$ cat config.mk
export PLATFORM = sky130hd
export DESIGN_NAME = pong_ball_ctrl
export DESIGN_NICKNAME = d
export VERILOG_FILES = /design/src/rtl/pong_ball_ctrl_pkg.sv /design/src/rtl/pong_ball_ctrl_tick_gen.sv /design/src/rtl/pong_ball_ctrl.sv
export SDC_FILE = /design/constraint.sdc
export NUM_CORES = 1
export LEC_CHECK = 0
export CAP_MARGIN = 30
export CORE_ASPECT_RATIO = 0.6
export CORE_MARGIN = 3
export CORE_UTILIZATION = 25
export CTS_CLUSTER_SIZE = 40
export DETAILED_ROUTE_END_ITERATION = 10
export DONT_BUFFER_PORTS = 1
export SLEW_MARGIN = 20
export SYNTH_ARGS = -nofsm -noshare
export SYNTH_HDL_FRONTEND = slang
export SYNTH_SLANG_ARGS = --single-unit
$ cat constraint.sdc
create_clock -name i_Clk -period 6.16 [get_ports i_Clk]
set_input_delay 1.232 -clock i_Clk [delete_from_list [all_inputs] [get_ports i_Clk]]
set_output_delay 1.232 -clock i_Clk [all_outputs]
set_load 0.05 [all_outputs]
$ cat src/rtl/pong_ball_ctrl_pkg.sv
// Shared Pong constants: game dimensions, paddle geometry, state and direction
// encodings, plus the paddle-range helper used by the ball logic.
package pong_ball_ctrl_pkg;

    localparam int unsigned c_GAME_WIDTH    = 40;
    localparam int unsigned c_GAME_HEIGHT   = 30;
    localparam int unsigned c_PADDLE_HEIGHT = 6;
    localparam int unsigned c_P1_PADDLE_X   = 0;
    localparam int unsigned c_P2_PADDLE_X   = c_GAME_WIDTH - 1;

    localparam logic [5:0] c_CENTER_X    = 6'(c_GAME_WIDTH / 2);
    localparam logic [5:0] c_CENTER_Y    = 6'(c_GAME_HEIGHT / 2);
    localparam logic [5:0] c_Y_MAX       = 6'(c_GAME_HEIGHT - 1);
    localparam logic [5:0] c_LEFT_HIT_X  = 6'(c_P1_PADDLE_X + 1);
    localparam logic [5:0] c_RIGHT_HIT_X = 6'(c_P2_PADDLE_X - 1);

    typedef enum logic {
        IDLE = 1'b0,
        PLAY = 1'b1
    } game_state_t;

    // DIR_NEG is left / up, DIR_POS is right / down.
    typedef enum logic {
        DIR_NEG = 1'b0,
        DIR_POS = 1'b1
    } dir_t;

    // Widened to 7 bits so top + paddle height cannot wrap.
    function automatic logic in_paddle_range(input logic [5:0] y, input logic [5:0] top);
        logic [6:0] y7;
        logic [6:0] top7;
        logic [6:0] bot7;
        y7   = {1'b0, y};
        top7 = {1'b0, top};
        bot7 = top7 + 7'(c_PADDLE_HEIGHT);
        return (y7 >= top7) && (y7 <= bot7);
    endfunction

endpackage

$ cat src/rtl/pong_ball_ctrl_tick_gen.sv
// Free-running terminal-count tick generator with enable; counter clears
// whenever the enable is low.
module pong_tick_gen #(
    parameter int unsigned c_TERMINAL = 1250000,
    localparam int unsigned c_W = (c_TERMINAL > 0) ? $clog2(c_TERMINAL + 1) : 1
) (
    input  logic i_Clk,
    input  logic i_Rst_L,
    input  logic i_En,
    output logic o_Tick
);

    logic [c_W-1:0] count;
    logic           at_terminal;

    assign at_terminal = (count == c_W'(c_TERMINAL));
    assign o_Tick      = i_En && at_terminal;

    always_ff @(posedge i_Clk or negedge i_Rst_L) begin
        if (!i_Rst_L) begin
            count <= '0;
        end else if (!i_En || at_terminal) begin
            count <= '0;
        end else begin
            count <= count + c_W'(1);
        end
    end

endmodule

$ cat src/rtl/pong_ball_ctrl.sv
// Pong ball controller: moves the ball one unit per speed tick, bounces off
// walls and paddles, detects misses and registers the ball draw signal.
module pong_ball_ctrl
    import pong_ball_ctrl_pkg::*;
#(
    parameter int unsigned c_BALL_SPEED = 1250000
) (
    input  logic       i_Clk,
    input  logic       i_Rst_L,
    input  logic       i_Game_Start,
    input  logic [5:0] i_Col_Count_Div,
    input  logic [5:0] i_Row_Count_Div,
    input  logic [5:0] i_P1_Paddle_Y,
    input  logic [5:0] i_P2_Paddle_Y,
    output logic       o_Draw_Ball,
    output logic [5:0] o_Ball_X,
    output logic [5:0] o_Ball_Y,
    output logic       o_P1_Score_Pulse,
    output logic       o_P2_Score_Pulse,
    output logic       o_Active
);

    game_state_t state, state_next;
    dir_t        dx, dx_next;
    dir_t        dy, dy_next;
    logic [5:0]  ball_x, ball_x_next;
    logic [5:0]  ball_y, ball_y_next;
    logic        p1_score, p1_score_next;
    logic        p2_score, p2_score_next;
    logic        draw;
    logic        playing;
    logic        step_tick;
    logic        miss_left;
    logic        miss_right;

    assign playing = (state == PLAY);

    pong_tick_gen #(
        .c_TERMINAL(c_BALL_SPEED)
    ) u_tick_gen (
        .i_Clk  (i_Clk),
        .i_Rst_L(i_Rst_L),
        .i_En   (playing),
        .o_Tick (step_tick)
    );

    always_ff @(posedge i_Clk or negedge i_Rst_L) begin
        if (!i_Rst_L) begin
            state    <= IDLE;
            dx       <= DIR_POS;
            dy       <= DIR_POS;
            ball_x   <= c_CENTER_X;
            ball_y   <= c_CENTER_Y;
            p1_score <= 1'b0;
            p2_score <= 1'b0;
            draw     <= 1'b0;
        end else begin
            state    <= state_next;
            dx       <= dx_next;
            dy       <= dy_next;
            ball_x   <= ball_x_next;
            ball_y   <= ball_y_next;
            p1_score <= p1_score_next;
            p2_score <= p2_score_next;
            draw     <= (i_Col_Count_Div == ball_x) && (i_Row_Count_Div == ball_y);
        end
    end

    always_comb begin
        state_next    = state;
        dx_next       = dx;
        dy_next       = dy;
        ball_x_next   = ball_x;
        ball_y_next   = ball_y;
        p1_score_next = 1'b0;
        p2_score_next = 1'b0;
        miss_left     = 1'b0;
        miss_right    = 1'b0;

        case (state)
            IDLE: begin
                ball_x_next = c_CENTER_X;
                ball_y_next = c_CENTER_Y;
                if (i_Game_Start) begin
                    state_next = PLAY;
                end
            end
            PLAY: begin
                if (step_tick) begin
                    if (dy == DIR_POS) begin
                        if (ball_y == c_Y_MAX) begin
                            dy_next     = DIR_NEG;
                            ball_y_next = ball_y - 6'd1;
                        end else begin
                            ball_y_next = ball_y + 6'd1;
                        end
                    end else begin
                        if (ball_y == '0) begin
                            dy_next     = DIR_POS;
                            ball_y_next = ball_y + 6'd1;
                        end else begin
                            ball_y_next = ball_y - 6'd1;
                        end
                    end

                    if (dx == DIR_NEG) begin
                        if (ball_x == c_LEFT_HIT_X) begin
                            if (in_paddle_range(ball_y, i_P1_Paddle_Y)) begin
                                dx_next     = DIR_POS;
                                ball_x_next = ball_x + 6'd1;
                            end else begin
                                miss_left = 1'b1;
                            end
                        end else begin
                            ball_x_next = ball_x - 6'd1;
                        end
                    end else begin
                        if (ball_x == c_RIGHT_HIT_X) begin
                            if (in_paddle_range(ball_y, i_P2_Paddle_Y)) begin
                                dx_next     = DIR_NEG;
                                ball_x_next = ball_x - 6'd1;
                            end else begin
                                miss_right = 1'b1;
                            end
                        end else begin
                            ball_x_next = ball_x + 6'd1;
                        end
                    end

                    // A miss overrides the step: recenter, serve toward the loser.
                    if (miss_left) begin
                        state_next    = IDLE;
                        ball_x_next   = c_CENTER_X;
                        ball_y_next   = c_CENTER_Y;
                        dx_next       = DIR_NEG;
                        dy_next       = dy;
                        p2_score_next = 1'b1;
                    end else if (miss_right) begin
                        state_next    = IDLE;
                        ball_x_next   = c_CENTER_X;
                        ball_y_next   = c_CENTER_Y;
                        dx_next       = DIR_POS;
                        dy_next       = dy;
                        p1_score_next = 1'b1;
                    end
                end
            end
            default: state_next = IDLE;
        endcase
    end

    assign o_Draw_Ball      = draw;
    assign o_Ball_X         = ball_x;
    assign o_Ball_Y         = ball_y;
    assign o_P1_Score_Pulse = p1_score;
    assign o_P2_Score_Pulse = p2_score;
    assign o_Active         = playing;

endmodule

==> results, run 1 <==
- The flow ran to the end, and the final reports show no timing, DRC or antenna violations.
- The clock tree synthesis step divided the H-tree into 2 levels.
- The residual antenna-violating net count after detailed routing is 0.
- The number of global-route vias before repair is 2327.
- After detailed routing, the average wire length per cell comes to 15.6 µm.
- The category of the most critical setup path is in2reg.
- The post-cts repair resize count is 0.
- Summed over all nets, the switching power comes to 198 µW.
- Synthesis produced 342 cells.
- Setup repair after global routing left no endpoint under its margin.
- The Yosys step of the flow raised 0 warnings.
- The slowest stage of the critical path belongs to the cell sky130_fd_sc_hd__o31ai_1.
- The remaining global-route overflow is 0.
- The relative contribution of combinational cells to total power is 14.3%.
- The worst hold slack is 0.522 ns.
- The worst IR drop on VDD is 0.000107 V.
- The hold violation total from the final report came to 0.
- The internal power is 565 µW.
- The CTS sink count is 39.
- Dividing total power by cell area gives a power density of 224 nW/µm².
- The share of total power in sequential cells is 41.9%.
- The number of buffers added to fix hold violations after cts is 0.
- The critical path's top delay family is compound AO/OA/AOI/OAI gates.
- The number of placement rows is 30.
- In this run the worst path has a maximum fanout of 7.
- After the last flow step, the layout net total stands at 401.
- Cells fill 29.3% of the core in the end.
- Summing all placed instances gives a cell area of 3210 µm².
- The area of the core is 11600 µm².
- The share of power burned in the clock network is 43.9%.
- The floorplan step set the die width to 148 µm.
- The count of endpoints failing setup in the final report is 0.
- The data arrival at the endpoint of the critical path is 3.68 ns.
- The number of enable flip-flop cells after synthesis is 0.
- In the final layout, the share of cells above drive strength 1 is 7.04%.
- After detailed routing, the number of remaining DRC violations is 0.
- The routed design could run at a clock period as short as 3.48 ns.
- The first-pass iteration count of the detailed router is 5.
- The detailed-route vias per instance is 5.04.
- For this run, the register share of the synthesized area comes to 32.4%.
- Fill cells in the final layout number 1196.
- From synthesis to final layout, the design area changed by 11.8%.
- The final-report max-slew violation count came to 0.
- The area of the die is 13600 µm².
- The nature of the critical path endpoint is a register.
- A synthesized cell averages 8.90 µm².
- The initial antenna violation count was 0.
- After routing the design area is 3400 µm².
- The number of port buffers is 0.
- The wire length of the first global-routing pass is 12.4 mm.
- The static power due to leakage is 0.00153 µW.
- STA classifies the critical path startpoint as a primary input.
- At the end of routability-driven placement, the weighted congestion stood at 0.840.
- The maximum clock skew at final layout is 0.00393 ns.
- Among all flip-flop cells after synthesis, the most frequent one is sky130_fd_sc_hd__dfrtp_1.
- The delay contributed by the slowest stage of the critical path is 0.64 ns.
- Entering global routing, the biggest net connects 40 pins.
- Clock-pin slew was measured on the worst setup and hold paths at 0.06 ns.
- For this run, asynchronously set or reset flops after synthesis account for 100%.
- The pin slew with the least headroom to its limit is 0.894 ns.
- The critical path goes through inv_1, ha_1, nor3_1, xnor2_1, ha_1, nand3_1, o31ai_1, o311ai_2, nor2_4, mux2_1.
- The maximum clock path buffer count is 2.
- The path class of the lowest-slack min-delay path is reg2reg.
- The count of distinct cell types in the synthesized netlist is 52.
- The most numerous cell on the critical path is sky130_fd_sc_hd__ha_1.
- The CTS tree is done.
- At the later pin of the worst-skew pair, clock insertion delay measures 0.28 ns.
- Derived from the worst setup path, the maximum achievable clock frequency is 287 MHz.
- Across the run, the number of max-cap violations was 0.
- The half-perimeter wire length of the detailed placement result is 5.93 mm.
- Of the available clock period, the critical path in the final layout requires 56.5%.
- The starting density of the core is 26.2%.
- The count of routing violations after the opening detailed-route iteration is 154.
- The worst pin sits at a relative slew slack of 40.4%.
- The total detailed-routing wirelength is 7.79 mm.
- The mapped netlist covers 3040 µm².
- OpenSTA, run right after detailed placement, puts the worst setup slack at 2.42 ns.
- The setup TNS is 0 ns.
- Setup slack on the worst reg-to-reg path comes out at 3.06 ns.
- The I/O pin total is 43.
- In this run the post-CTS setup repair buffer count came out at 0.
- The data required time of the critical path is 6.36 ns.
- The flip-flop and latch count after synthesis is 39.
- The total routing resource utilization after global routing is 11.3%.
- The die outline height is 91.5 µm.
- Clock tree synthesis inserted a total of 5 buffers.
- The proportion of total power due to net switching is 26.0%.
- 0 antenna diodes ended up in the layout.
- The buffers plus inverters on the worst setup path is 1.
- Across all setup checks in the final design, the least slack found is 2.68 ns.
- Clock tree synthesis selected as its root buffer the cell sky130_fd_sc_hd__clkbuf_16.
- The count of vias placed by the detailed router is 2523.
- The number of nets in the synthesized netlist is 403.
registers in the layout (all words and copies together), names as in the netlist:
register and count:
o_Ball_X 6, o_P2_Score_Pulse 1, o_Draw_Ball 1, o_Ball_Y 6, o_P1_Score_Pulse 1, dx 1
dy 1, u_tick_gen.count 21, o_Active 1
per-layer routing:
| metal | up-vias | GRT usage [%] | routed length (µm) | share of wire [%] |
|---|---|---|---|---|
| li1 | 1213 | - | - | - |
| met1 | 1200 | 17.0 | 3780 | 49 |
| met2 | 106 | 16.7 | 3330 | 43 |
| met3 | 4 | 2.64 | 645 | 8.3 |
| met4 | 0 | 1.46 | 36 | 0.46 |
| met5 | - | 0 | 0 | 0 |
power groups by stage:
stage / registers, µW / logic (µW) / clock network, µW
3_5_place_dp: 322 / 107 / 0
3_3_place_gp: 321 / 102 / 0
6_report: 319 / 109 / 335
4_1_cts: 318 / 109 / 339
5_1_grt: 322 / 125 / 352
2_1_floorplan: 311 / 90.0 / 0
Yosys cell counts, types with 8 or more instances:
| cell type | number | area [µm²] |
|---|---|---|
| sky130_fd_sc_hd__nand2_1 | 19 | 71.3 |
| sky130_fd_sc_hd__xnor2_1 | 24 | 210 |
| sky130_fd_sc_hd__nor2_1 | 38 | 143 |
| sky130_fd_sc_hd__a21oi_1 | 11 | 55.1 |
| sky130_fd_sc_hd__dfrtp_1 | 31 | 776 |
| sky130_fd_sc_hd__xor2_1 | 14 | 123 |
| sky130_fd_sc_hd__inv_1 | 20 | 75.1 |
| sky130_fd_sc_hd__ha_1 | 34 | 425 |
| sky130_fd_sc_hd__clkbuf_1 | 10 | 37.5 |
| sky130_fd_sc_hd__o21ai_0 | 10 | 50.1 |
| sky130_fd_sc_hd__nand3_1 | 22 | 110 |
| sky130_fd_sc_hd__a21o_1 | 8 | 60.1 |
| sky130_fd_sc_hd__nor3_1 | 14 | 70.1 |
| sky130_fd_sc_hd__dfstp_2 | 8 | 210 |
final timing paths:
check	start	end	depth (start not counted)
min	dx$_DFFE_PN1P_	dx$_DFFE_PN1P_	2
max	i_P2_Paddle_Y[1]	dy$_DFFE_PN1P_	10
max in group asynchronous	i_Rst_L	o_Ball_Y[1]$_DFFE_PN1P_	0
max reg2reg	o_Ball_Y[0]$_DFFE_PN1P_	o_Ball_Y[5]$_DFFE_PN0P_	8
min reg2reg	dx$_DFFE_PN1P_	dx$_DFFE_PN1P_	2
min in group asynchronous	i_Rst_L	u_tick_gen.count[6]$_DFF_PN0_	0
metrics by stage:
| stage | total power, µW | cells |
|---|---|---|
| finish | 763 | 501 |
| global route | 799 | 501 |
| CTS | 766 | 501 |
| detailed placement | 429 | 493 |
| global placement | 424 | 493 |
| floorplan | 401 | 342 |
final cells by class:
class	count	area, µm²	share of cell area, %
Tap cell	160	200	5.88
Clock buffer	6	129	3.79
Sequential cell	39	986	29.0
Inverter	20	75.1	2.21
Multi-Input combinational cell	273	1950	57.2
Clock inverter	2	60.1	1.76
Timing Repair Buffer	1	7.51	0.221
worst register-to-register path, delay by kind of cell (launching register included):
family,cells,cell delay (ns)
simple gates,2,0.23
buf+inv,1,0.26
compound gates,4,1.28
flops,1,0.86
fa+ha+maj,1,0.35
cells in the final DEF, fill, tap and decap left out, types with 5 or more instances in the layout:
cell,instances
sky130_fd_sc_hd__nor3_1,14
sky130_fd_sc_hd__ha_1,34
sky130_fd_sc_hd__nand4_1,7
sky130_fd_sc_hd__dfstp_2,8
sky130_fd_sc_hd__a21oi_1,11
sky130_fd_sc_hd__o21ai_0,10
sky130_fd_sc_hd__xnor2_1,24
sky130_fd_sc_hd__nand2_1,19
sky130_fd_sc_hd__or3_1,5
sky130_fd_sc_hd__o31ai_1,5
sky130_fd_sc_hd__nand3_1,22
sky130_fd_sc_hd__and3_1,6
sky130_fd_sc_hd__clkbuf_16,5
sky130_fd_sc_hd__nor2_1,38
sky130_fd_sc_hd__inv_1,20
sky130_fd_sc_hd__dfrtp_1,31
sky130_fd_sc_hd__xor2_1,14
sky130_fd_sc_hd__a21o_1,8
sky130_fd_sc_hd__mux2i_1,5
cell families after synthesis:
group / Yosys count / share of synthesized area (%)
xor gates and xnor gates: 38 / 10.9
muxes: 8 / 2.75
DFF: 39 / 32.4
AOI/OAI and AO/OA: 58 / 13.1
and+or+nand+nor: 135 / 23.1
buffers and inverters: 30 / 3.70
adders and majority gates: 34 / 14.0
Note: power is estimated with default switching activity, not from simulation.
==> inputs of run 2 (changes only) <==
==> constraint.sdc (replaced) <==
create_clock -name i_Clk -period 3.37 [get_ports i_Clk]
set_input_delay 0.674 -clock i_Clk [delete_from_list [all_inputs] [get_ports i_Clk]]
set_output_delay 0.674 -clock i_Clk [all_outputs]
set_load 0.05 [all_outputs]
==> run 2 against run 1 <==
Sequential power is 77% higher; sequential share of layout area is 0.51 points lower; final cell count is 3.0% higher; register-to-register slack worse by 2.3 ns; die area stayed put; wire length is 0.80% lower; via count is 0.16% higher; total power is 61% higher; setup slack worse by 2.1 ns.
==> results, run 2 (synthesis gave the netlist of run 1 again) <==
- The path class of the lowest-slack min-delay path is in2async.
- The CTS sink count was 39 (unchanged).
- The number of buffers inserted during clock tree synthesis came to 5 (unchanged).
- The delay contributed by the slowest stage of the critical path is 0.36 ns (-0.28 ns).
- The number of port buffers is 0 (unchanged).
- The detailed-route vias per instance was 4.90 (-2.8%).
- The wire length of the first global-routing pass is 12.6 mm (+1.9%).
- The number of cells traversed by the worst register-to-register path is 6 (-2).
- The maximum clock path buffer count is 2 (unchanged).
- Based on the critical path, the design can be clocked at up to 358 MHz.
- The hold violation total from the final report is 0 (unchanged).
- The number of buffers added to fix hold violations after cts came to 0 (unchanged).
- The detailed-route DRC error count is 0 (unchanged).
- Setup repair after global routing left no endpoint under its margin.
- The number of global-route vias before repair is 2489 (+7.0%).
- The capture point of the worst reg-to-reg path is dy$_DFFE_PN1P_.
- The nature of the critical path endpoint is a register.
- The total routing resource utilization after global routing is 11.4% (+0.16 points).
- The residual antenna-violating net count after detailed routing is 0 (unchanged).
- The pin slew with the least headroom to its limit was 0.651 ns (-0.243 ns).
- The category of the most critical setup path is in2reg.
- The most numerous cell on the critical path is sky130_fd_sc_hd__ha_1.
- The clock latency on the worst-skew pair is 0.28 ns (about the same).
- The number of diodes is 0 (unchanged).
- The layout net count was 416 (+3.7%).
- The die outline height is 91.5 µm (unchanged).
- The flow ran to the end, and the final reports show no timing, DRC or antenna violations.
- The initial antenna violation count is 0 (unchanged).
- The largest fanout of any net on the critical path was 12 (+5).
- The die boundary width came to 148 µm (unchanged).
- From synthesis to final layout, the design area changed by 13.8%.
- The routing usage on met2 came to 16.3% (-0.34 points).
- The number of flip-flops in the largest register is 21 (unchanged).
- The power per unit of standard cell area came to 355 nW/µm² (+58%).
- In this run the worst setup path begins at i_P1_Paddle_Y[1].
- The largest net degree at the start of global routing was 40 (unchanged).
- The buffer count from post-CTS setup fixing came to 0 (unchanged).
- The half-perimeter wire length of the detailed placement result came to 6.10 mm (+2.8%).
- The fraction of final layout cells sized beyond drive strength 1 was 10.7% (+3.6 points).
- TritonCTS built the clock tree.
- The filler cell count in the final layout came to 1200 (+0.33%).
- The root buffer cell is sky130_fd_sc_hd__clkbuf_16.
- The leading cell type in the layout, fill and taps excluded is sky130_fd_sc_hd__nor2_1.
- The deepest level of the CTS H-tree is 2 (unchanged).
- The worst hold slack is 0.0865 ns (-0.435 ns).
- The total detailed-routing wirelength is 7.73 mm (-0.80%).
- The clock slew seen by the registers of the worst setup and hold paths was 0.06 ns (about the same).
- The count of routing violations after the opening detailed-route iteration was 148 (-3.9%).
- Walking the worst path, the cells encountered are inv_1, ha_1, nor3_1, xnor2_1, ha_1, nand3_1, o31a_1, and2_1, a22o_1, nor2_4, mux2_1.
- The post-route fraction of the period consumed by the critical path is 82.9%.
- The worst reg-to-reg setup slack is 0.73 ns (-2.33 ns).
- The average wire length per cell after detail routing is 15.0 µm (-3.7%).
- The final-report max-slew violation count is 0 (unchanged).
- The area of the core was 11600 µm² (unchanged).
- The end point of the critical path is dy$_DFFE_PN1P_.
- The starting density of the core is 26.2% (unchanged).
- The met1 track utilization from global routing is 17.2% (+0.24 points).
- The I/O pin total is 43 (unchanged).
- The final weighted congestion in routability-driven placement is 0.836 (-0.46%).
- The first-pass iteration count of the detailed router is 4 (-1).
- For the finished layout, the period the worst path requires is 2.79 ns.
- The number of placement rows came to 30 (unchanged).
- The number of max-cap violations is 0 (unchanged).
- The startpoint of the worst register-to-register path is o_Ball_Y[3]$_DFFE_PN1P_.
- The count of vias placed by the detailed router came to 2527 (+0.16%).
- The non-filler instance count after layout is 516 (+3.0%).
- The normalized max-slew margin is 56.4% (+16 points).
- The data required time of the critical path is 3.57 ns (-2.79 ns).
- The maximum clock skew at final layout is 0.00456 ns (+0.000631 ns).
- The area of the die is 13600 µm² (unchanged).
- The layer carrying the most global-route usage is met1.
- The post-cts repair resize count came to 0 (unchanged).
- The static power due to leakage is 0.00158 µW (+3.3%).
- The cell count after placement was 508 (+3.0%).
- The count of endpoints failing setup in the final report is 0 (unchanged).
- The worst IR drop on VDD is 0.000192 V (+80%).
- In the layout the commonest cells are 38 x sky130_fd_sc_hd__nor2_1, 34 x sky130_fd_sc_hd__ha_1, 31 x sky130_fd_sc_hd__dfrtp_1.
- The data arrival at the endpoint of the critical path is 2.99 ns (-0.69 ns).
- The setup TNS was 0 ns (unchanged).
- The remaining global-route overflow is 0 (unchanged).
- The startpoint type of the worst setup path is a primary input.
- The register name with the most flops is u_tick_gen.count.
- The met3 track demand over resource in global routing is 2.39% (-0.25 points).
- The slowest stage of the critical path is the sky130_fd_sc_hd__a22o_1 cell.
run 2: final cells by class:
type                    instances  area (µm²)  area share [%]
flip-flops and latches         39         986            28.5
inverters                      20        75.1            2.17
repair buffers                 16         120            3.47
well taps                     160         200            5.78
clock buffers                   7         133            3.83
clock inverters                 1        5.00           0.144
multi-input cells             273        1950            56.2
run 2: worst min-delay path by stage:
stage | to | cells past startpoint
finish | u_tick_gen.count[16]$_DFF_PN0_ | 0
global route | u_tick_gen.count[16]$_DFF_PN0_ | 0
CTS | u_tick_gen.count[16]$_DFF_PN0_ | 0
detailed placement | u_tick_gen.count[16]$_DFF_PN0_ | 0
global placement | u_tick_gen.count[16]$_DFF_PN0_ | 0
floorplan | o_Active$_DFF_PN0_ | 0
run 2: worst max-delay path, delay by kind of cell:
| family | cells | cell delay (ns) |
|---|---|---|
| and+or+nand+nor | 4 | 0.66 |
| AOI/OAI and AO/OA | 2 | 0.66 |
| adders and majority gates | 2 | 0.52 |
| muxes | 1 | 0.34 |
| xor gates and xnor gates | 1 | 0.11 |
| buffers and inverters | 1 | 0.04 |
run 2: where the power goes:
part	total, µW	switching (µW)	internal (µW)
logic	218	119	99.0
clock network	449	175	273
registers	564	51.0	513
run 2: stage by stage:
stage | utilization (%) | instance area (µm²) | power [µW] | setup slack (ns)
floorplan | - | 3040 | 733 | 0.501
global placement | 28.7 | 3330 | 781 | 0.379
detailed placement | 28.7 | 3330 | 788 | 0.279
CTS | 29.9 | 3460 | 1240 | 0.566
global route | 29.9 | 3460 | 1300 | 0.395
finish | 29.9 | 3460 | 1230 | 0.578
run 2: metal layers:
metal / vias up / part of all wire, %
met3: 7 / 7.1
met5: - / 0
met4: 0 / 1.0
li1: 1240 / -
met1: 1215 / 50
met2: 65 / 42
==> inputs of run 3 (changes only) <==
==> constraint.sdc (replaced) <==
create_clock -name i_Clk -period 2.8 [get_ports i_Clk]
set_input_delay 0.56 -clock i_Clk [delete_from_list [all_inputs] [get_ports i_Clk]]
set_output_delay 0.56 -clock i_Clk [all_outputs]
set_load 0.05 [all_outputs]
==> run 3 against run 2 <==
Hold slack improved by 0.022 ns; sequential power increased by 21%; design area increased by 4.9%; sequential share of layout area decreased by 1.3 points; clock skew increased by 0.0013 ns; critical endpoint is now o_Ball_Y[5]$_DFFE_PN0P_; largest power group is now the clock network.
==> results, run 3 (synthesis gave the netlist of run 1 again) <==
- The fraction of final layout cells sized beyond drive strength 1 came to 14.6% (+3.9 points).
- The remaining global-route overflow is 0 (unchanged).
- The maximum clock skew at final layout is 0.00583 ns (+0.00127 ns).
- STA classifies the critical path startpoint as a register.
- The initial antenna violation count is 0 (unchanged).
- The largest fanout of any net on the critical path came to 6 (-6).
- The I/O pin total is 43 (unchanged).
- The power per unit of standard cell area is 469 nW/µm² (+32%).
- The clock latency on the worst-skew pair is 0.28 ns (about the same).
- Traced cell by cell, the critical path runs through or4_1, or4_4, nor3_4, o311ai_2, buf_4, nor4_1, a211o_1.
- The cell count after placement came to 521 (+2.6%).
- The final weighted congestion in routability-driven placement is 0.852 (+2.0%).
- The leading cell type in the layout, fill and taps excluded is sky130_fd_sc_hd__nor2_1.
- The total detailed-routing wirelength is 7.99 mm (+3.3%).
- The root buffer cell is sky130_fd_sc_hd__clkbuf_16.
- The area of all placed cells without fillers is 3630 µm² (+4.9%).
- The data required time of the critical path came to 3.02 ns (-0.55 ns).
- The half-perimeter wire length of the detailed placement result came to 6.29 mm (+3.1%).
- In the layout the commonest cells are 38 x sky130_fd_sc_hd__nor2_1, 34 x sky130_fd_sc_hd__ha_1, 31 x sky130_fd_sc_hd__dfrtp_1.
- The number of placement rows came to 30 (unchanged).
- The layout net count was 430 (+3.4%).
- The synthesis-to-layout area growth is 19.4%.
- The average wire length per cell after detail routing is 15.1 µm (+0.58%).
- The hold violation total from the final report is 0 (unchanged).
- The cell area after placement was 3420 µm² (+2.9%).
- The post-route core utilization was 31.3% (+1.5 points).
- The die outline height is 91.5 µm (unchanged).
- The buffer count from post-CTS setup fixing is 0 (unchanged).
- The CTS sink count was 39 (unchanged).
- The number of max-cap violations is 0 (unchanged).
- The detailed-route vias per instance was 4.84 (-1.2%).
- The maximum clock path buffer count was 2 (unchanged).
- Signal routing reaches up to met4.
- The normalized max-slew margin is 56.5% (+0.087 points).
- The delay contributed by the slowest stage of the critical path is 0.57 ns (+0.21 ns).
- The number of diodes is 0 (unchanged).
- The first-pass iteration count of the detailed router is 4 (unchanged).
- The category of the most critical setup path is reg2reg.
- The wire length on met1 was 4.14 mm (+6.6%).
- The count of endpoints failing setup in the final report is 0 (unchanged).
- TritonCTS built the clock tree.
- For the finished layout, the period the worst path requires is 2.54 ns.
- The non-filler instance count after layout came to 530 (+2.7%).
- The starting density of the core came to 26.2% (unchanged).
- The deepest level of the CTS H-tree is 2 (unchanged).
- The run finished with clean final reports.
- The cell at the slowest stage of the critical path is sky130_fd_sc_hd__or4_1.
- After layout, the worst path uses 90.6% of the clock period.
- The filler cell count in the final layout came to 1216 (+1.3%).
- The wire length of the first global-routing pass is 13.3 mm (+5.8%).
- The static power due to leakage is 0.00167 µW (+6.0%).
- The number of buffers inserted during clock tree synthesis is 5 (unchanged).
- The largest net degree at the start of global routing is 32 (-20%).
- u_tick_gen.count holds more flip-flops than any other register.
- The maximum clock rate is 394 MHz.
- The final-report max-slew violation count is 0 (unchanged).
- The number of flip-flops in the largest register was 21 (unchanged).
- The residual antenna-violating net count after detailed routing is 0 (unchanged).
- The area of the die was 13600 µm² (unchanged).
- The pin slew with the least headroom to its limit is 0.650 ns (-0.00129 ns).
- The worst reg-to-reg setup slack is 0.26 ns (-0.47 ns).
- The clock slew seen by the registers of the worst setup and hold paths was 0.06 ns (about the same).
- The number of port buffers is 0 (unchanged).
- The area of the core is 11600 µm² (unchanged).
- The nature of the critical path endpoint is a register.
- The count of routing violations after the opening detailed-route iteration came to 162 (+9.5%).
- The detailed-route DRC error count is 0 (unchanged).
- The met3 wire length is 473 µm (-14%).
- The path class of the lowest-slack min-delay path is in2async.
- The worst IR drop on VDD was 0.000181 V (-5.7%).
- Setup repair after global routing left no endpoint under its margin.
- The met2 wirelength from detailed routing is 3.32 mm (+3.2%).
- The die boundary width came to 148 µm (unchanged).
- The total routing resource utilization after global routing is 12.2% (+0.73 points).
- The count of vias placed by the detailed router is 2565 (+1.5%).
- The number of global-route vias before repair came to 2514 (+1.0%).
- The data arrival at the endpoint of the critical path is 2.75 ns (-0.24 ns).
[run 3: cell types whose count changed in the layout (fill, tap and decap cells not counted), sizes merged]
cell and change:
buf +14, clkinv -1, bufinv +2, clkbuf -1
[run 3: metrics by stage]
step	total power, µW	TNS (ns)	setup WS (ns)	hold WS [ns]
floorplan	882	0	0.0261	0.264
global placement	946	0	0.00455	0.266
detailed placement	958	-0.248	-0.0921	0.265
CTS	1720	0	0.182	0.105
global route	1790	0	0.117	0.101
finish	1700	0	0.264	0.108
[run 3: what timing repair did]
| action | in CTS | in global routing |
|---|---|---|
| setup endpoints to repair | 0 | 2 |
| gates resized for setup | 0 | 1 |
| hold endpoints to repair | 31 | 0 |
| hold buffers | 1 | 0 |
[run 3: path summary, 6_finish.rpt]
check,endpoint,from,cells past startpoint
max,o_Ball_Y[5]$_DFFE_PN0P_,u_tick_gen.count[8]$_DFF_PN0_,7
min,u_tick_gen.count[16]$_DFF_PN0_,i_Rst_L,1
max reg2reg,o_Ball_Y[5]$_DFFE_PN0P_,u_tick_gen.count[8]$_DFF_PN0_,7
min reg2reg,o_Ball_Y[2]$_DFFE_PN1P_,o_Ball_Y[2]$_DFFE_PN1P_,1
max in group asynchronous,o_Ball_Y[5]$_DFFE_PN0P_,i_Rst_L,1
min in group i_Clk,o_Active$_DFF_PN0_,i_Game_Start,1
[run 3: area by class of cell]
cell class                      count  area, µm²  share of cell area, %
Multi-Input combinational cell    273       1950                   53.6
Sequential cell                    39        986                   27.1
Timing Repair Buffer               30        238                   6.54
Tap cell                          160        200                   5.51
Clock buffer                        6        129                   3.55
Inverter                           20       75.1                   2.07
Clock inverter                      2       60.1                   1.65
[run 3: where the power goes]
part	switching [µW]	leakage, µW	internal [µW]
clock	228	0.0000911	511
combinational	151	0.00109	129
sequential	67.4	0.000495	617
total	446	0.00167	1260
[run 3: per-layer routing]
metal	up-vias	track usage, %
li1	1272	-
met1	1219	18.5
met2	69	17.5
met3	5	2.69
met4	0	2.38
met5	-	0
[run 3: critical path, delay by kind of cell (launching register included)]
| kind | cells | cell delay [ns] |
|---|---|---|
| compound gates | 2 | 0.32 |
| simple gates | 4 | 1.53 |
| flops | 1 | 0.42 |
| buf+inv | 1 | 0.19 |
